<file path="config.mk">
export PLATFORM = sky130hd
export DESIGN_NAME = addr_seq_counter
export DESIGN_NICKNAME = d
export VERILOG_FILES = /design/src/rtl/addr_seq_counter.sv
export SDC_FILE = /design/constraint.sdc
export NUM_CORES = 1
export LEC_CHECK = 0
export BUFFER_PORTS_ARGS = -buffer_cell sky130_fd_sc_hd__buf_2
export CAP_MARGIN = 20
export CORE_AREA = 2 2 39 41
export DETAILED_ROUTE_END_ITERATION = 10
export DIE_AREA = 0 0 41 43
export PLACE_DENSITY_LB_ADDON = 0.05
export SLEW_MARGIN = 20
export SYNTH_ARGS = -nofsm -noshare
export SYNTH_HDL_FRONTEND = slang
export SYNTH_SLANG_ARGS = --single-unit
export TNS_END_PERCENT = 20
</file>
<file path="constraint.sdc">
create_clock -name clk -period 3.2 [get_ports clk]
set_clock_uncertainty 0.15 [all_clocks]
set_input_delay 0.16 -clock clk [delete_from_list [all_inputs] [get_ports clk]]
set_output_delay 0.16 -clock clk [all_outputs]
set_load 0.005 [all_outputs]
</file>
<file path="src/rtl/addr_seq_counter.sv">
// addr_seq_counter: start/end address sequencer with up/down wrap-around counting.
module addr_seq_counter #(
  parameter int WIDTH = 2
) (
  input  logic             clk,
  input  logic             rst_n,
  input  logic             start,
  input  logic [WIDTH-1:0] start_addr,
  input  logic [WIDTH-1:0] end_addr,
  input  logic             dir,
  input  logic             inc,
  input  logic             abort,
  output logic [WIDTH-1:0] addr,
  output logic             busy,
  output logic             done
);
  typedef enum logic [1:0] {IDLE, RUN, FINISH} state_t;
  state_t state;
  logic [WIDTH-1:0] end_q;
  logic dir_q;
  assign busy = state == RUN;
  assign done = state == FINISH;
  always_ff @(posedge clk or negedge rst_n)
    if (!rst_n) begin
      state <= IDLE;
      addr <= '0;
      end_q <= '0;
      dir_q <= 1'b0;
    end else begin
      case (state)
        IDLE:
          if (start) begin
            addr <= start_addr;
            end_q <= end_addr;
            dir_q <= dir;
            state <= RUN;
          end
        RUN:
          if (abort) state <= IDLE;
          else if (inc) begin
            if (addr == end_q) state <= FINISH;
            else addr <= dir_q ? addr - WIDTH'(1) : addr + WIDTH'(1);
          end
        default: state <= IDLE;
      endcase
    end
endmodule

</file>
Word level (Yosys, flattened, before mapping)
Index checks and enable logic that the tools add are counted.
- word-level logic and storage cells: 31
- register bits after elaboration: 7
- bits of input ports: 10
- output and inout port bits: 4
- $add $sub $neg: 2
- equal/unequal tests: 9
- muxes and demuxes: 11
- reductions and logical operators: 5
- operators with widths (kind ; number):
    $mux W2 ; 9
    $ne A2 B2 Y1 const B ; 4
    $pmux W2 S2 ; 2
    $reduce_and A5 Y1 ; 1
    $ne A3 B2 Y1 const B ; 1
    $ne A3 B3 Y1 const B ; 1
    $reduce_and A3 Y1 ; 1
    $add A2 B1 Y2 const B ; 1
    $eq A2 B1 Y1 const B ; 1
    $eq A2 B2 Y1 ; 1
    $eq A2 B2 Y1 const B ; 1
    $logic_not A2 Y1 ; 1
    $reduce_and A2 Y1 ; 1
    $reduce_bool A2 Y1 ; 1
    $sub A2 B1 Y2 const B ; 1

Depth between registers and ports, before layout
- depth after elaboration: 6
- gate-level depth with buffers: 4
- depth with buffers taken out: 4

Worst setup path before layout
Ideal clock, no wire load.
- path type: flip-flop to flip-flop
- start: reg state[1]
- end: reg addr[0]
- library setup time: 0.069 ns
- buffers on the path: 0
- arrival: 1.305 ns
- required time: 2.981 ns
- slack: 1.677 ns
- stages on the path, launching flop included: 5
- path through: dfrtp_1 -> nor3b_4 -> o211ai_2 -> or4b_1 -> nand3_1
- cells in the longest elaborated chain, start to end: 3
- ends and longest elaborated chain (item ; line ; text):
    start: declaration ; 18 ; state_t state;
    start signal: assignment ; 25 ; state <= IDLE;
    start signal: assignment ; 36 ; state <= RUN;
    start signal: assignment ; 39 ; if (abort) state <= IDLE;
    $eq A2 B1 Y1 / $logic_not A2 Y1 (equally long branches) ; 30 ; case (state)
    $ne A2 B2 Y1 (no line) / $reduce_bool A2 Y1 (equally long branches) ; n/a ;
    $reduce_and A5 Y1 (no line) ; n/a ;
    end signal: assignment ; 33 ; addr <= start_addr;
    end signal: assignment ; 42 ; else addr <= dir_q ? addr - WIDTH'(1) : addr + WIDTH'(1);
    end: declaration ; 13 ; output logic [WIDTH-1:0] addr,
Parallel ways exist; a longest one is shown, timed or not.
A chain may end at the register's enable or synchronous reset.

Worst setup path in the final report
- start: in abort
- end: reg addr[0]
- cells in the longest elaborated chain, start to end: 2
- ends and longest elaborated chain (item ; line ; text):
    start: declaration ; 12 ; input logic abort,
    $ne A2 B2 Y1 (no line) ; n/a ;
    $reduce_and A5 Y1 (no line) ; n/a ;
No other way between the ends.

==> flow_summary.json <==
{
  "status": "completed",
  "io-pin-count": 14,
  "critPathLaunchType": "primary input",
  "drt_wl_total_um": 844,
  "start_util": 0.281,
  "synth.distinct_cells": 19,
  "final_common_cell": "buf_2",
  "syn_nets": 49,
  "rsz0062_at_grt": "no",
  "die_x_um": 41,
  "p_per_area_nw_per_um2": 820,
  "critPathKind": "in2reg",
  "regArea_um2": 175,
  "dieArea_um2": 1760,
  "min_period_over_period": 0.535,
  "io_buffers": 13,
  "cts_root_buf": "clkbuf_4",
  "min_delay_path_depth": 3,
  "p_leak_nw": 0.272,
  "gp_congestion": 0.749,
  "synth_top_area_frac": 0.450,
  "final_cell_mix": "buf_2 (13), nand2_1 (11), dfrtp_1 (7), dlygate4sd3_1 (5), clkbuf_4 (3)",
  "grt_start_max_net_pins": 8,
  "yosysTopAreaCell": "dfrtp_1",
  "swShare": 0.378,
  "clock_latency_ps": 250,
  "met1Wirelength_um": 360,
  "maxCapViolCount": 0,
  "grt_pass1_vias": 328,
  "post-place-ws_ps": 1590,
  "drtIter0Drc": 4,
  "netlist_area_um2": 389,
  "internal-power_uw": 281,
  "slew_headroom": 0.841,
  "grtUsageTotal": 0.127,
  "routed.top_layer": "met4",
  "area_growth_pct": 41.5,
  "max_freq_ghz": 0.584,
  "num_rows": 14,
  "antenna_cells": 0,
  "synth-seq-area-share": 0.450,
  "fp.dieH_um": 43,
  "vias": 345,
  "finalSetupTns_ps": 0,
  "slew_violations": 0,
  "antenna_found_initial": 0,
  "yosys_register_bits": 7,
  "drt_first_pass_iters": 2,
  "multiInputGateArea_um2": 210,
  "synth_area_leaders": "dfrtp_1 (45%), nand2_1 (11%), nor3b_4 (4.8%)",
  "synth_cells": 39,
  "overflow": 0,
  "numCtsBuffers": 3,
  "combPwrFrac": 0.443,
  "wl_met2_um": 427,
  "hpwl_um": 636,
  "hold_class": "in2reg",
  "core_um2": 1380,
  "grt_pass1_wl_mm": 1.41,
  "arrival_ps": 1750,
  "clock_sinks": 7,
  "fillers": 149,
  "fin_nets": 72,
  "wl_met3_um": 52,
  "ant_nets": 0,
  "required_ps": 3240,
  "fin_crit_ps": 1710,
  "avgSynthCellArea_um2": 9.98,
  "hold_viol": 0,
  "cts_tree": "yes",
  "routedWlPerCell_um": 11.0,
  "reg2reg_depth": 4,
  "drive_gt1_frac": 0.344,
  "vdd_drop_max_uv": 322,
  "critPathCaptureType": "register",
  "clkPwrFrac": 0.176,
  "clk_path_buf_depth": 2,
  "final-setup-viol-count": 0,
  "ys_warn_count": 0,
  "drc": 0,
  "switchingPower_uw": 170,
  "clkTransAtPathRegs_ps": 50,
  "power_frac_seq": 0.381,
  "tightest_slew_ps": 236,
  "worst_slack_ps": 1490,
  "cp_max_fo": 4,
  "h-tree-depth": 1,
  "vias_per_cell": 4.48
}
-- area by class of cell --
type | count | area share
Clock buffer | 4 | 0.0477
Inverter | 1 | 0.00682
Multi-Input combinational cell | 31 | 0.382
Sequential cell | 7 | 0.318
Tap cell | 16 | 0.0364
Timing Repair Buffer | 18 | 0.209
-- worst paths after layout --
check,from,to,slack (ps)
setup / recovery,abort,addr[0],1490
hold / removal,start_addr[0],addr[0],20
setup reg to reg,state[1],addr[0],1580
hold reg to reg,dir_q,dir_q,350
max in group asynchronous,rst_n,end_q[1],2620
min in group asynchronous,rst_n,addr[0],120
-- timing repair --
| action | in CTS | in global routing |
|---|---|---|
| gates resized for setup | 0 | 0 |
| endpoints found under the hold margin | 11 | 0 |
| buffers inserted | 0 | 0 |
| hold buffers | 5 | 0 |
-- cell families after synthesis --
family / after synthesis / synth area share
AND/OR/NAND/NOR: 23 / 0.341
flip-flops: 7 / 0.450
AO/OA/AOI/OAI: 4 / 0.0900
XOR/XNOR: 4 / 0.109
buffers and inverters: 1 / 0.00964
-- Yosys cell counts, drive strengths merged --
library cell  count
nand2            11
dfrtp             7
nand3             2
nor2              2
nor2b             2
xnor2             2
xor2              2
a21o              1
a221oi            1
a31oi             1
and2              1
and2b             1
inv               1
nand3b            1
nor3b             1
nor4b             1
o211ai            1
or4b              1
-- flip-flops by register name, summed over array words and instances (netlist names) --
name   flops
addr       2
dir_q      1
state      2
end_q      2
-- per-layer routing --
layer | vias to the layer above | track usage
met5 | - | 0
met4 | 0 | 0.0800
met3 | 2 | 0.0524
met2 | 9 | 0.166
met1 | 157 | 0.167
li1 | 177 | -
-- power by group through the flow --
stage,Sequential (mW),Combinational [mW],Clock [mW]
2_1_floorplan,0.166,0.149,0
3_3_place_gp,0.173,0.200,0
3_5_place_dp,0.175,0.198,0
4_1_cts,0.173,0.204,0.0837
5_1_grt,0.179,0.231,0.0924
6_report,0.172,0.200,0.0794
-- worst max-delay path: stages --
cell and delay [ps]:
dlygate4sd3_1 530, buf_2 140, nor3b_4 200, o211ai_2 150, or4b_1 470, nand3_1 90
-- metrics by stage --
stage | utilization | instance area (µm²) | cells | hold slack [ps] | power [mW]
2_1_floorplan | - | 389 | 39 | -286 | 0.315
3_3_place_gp | 0.343 | 474 | 68 | -146 | 0.373
3_5_place_dp | 0.343 | 474 | 68 | -144 | 0.372
4_1_cts | 0.398 | 551 | 77 | 14.5 | 0.461
5_1_grt | 0.398 | 551 | 77 | 30.2 | 0.503
6_report | 0.398 | 551 | 77 | 21.5 | 0.451
Note: power is estimated with default switching activity, not from simulation.
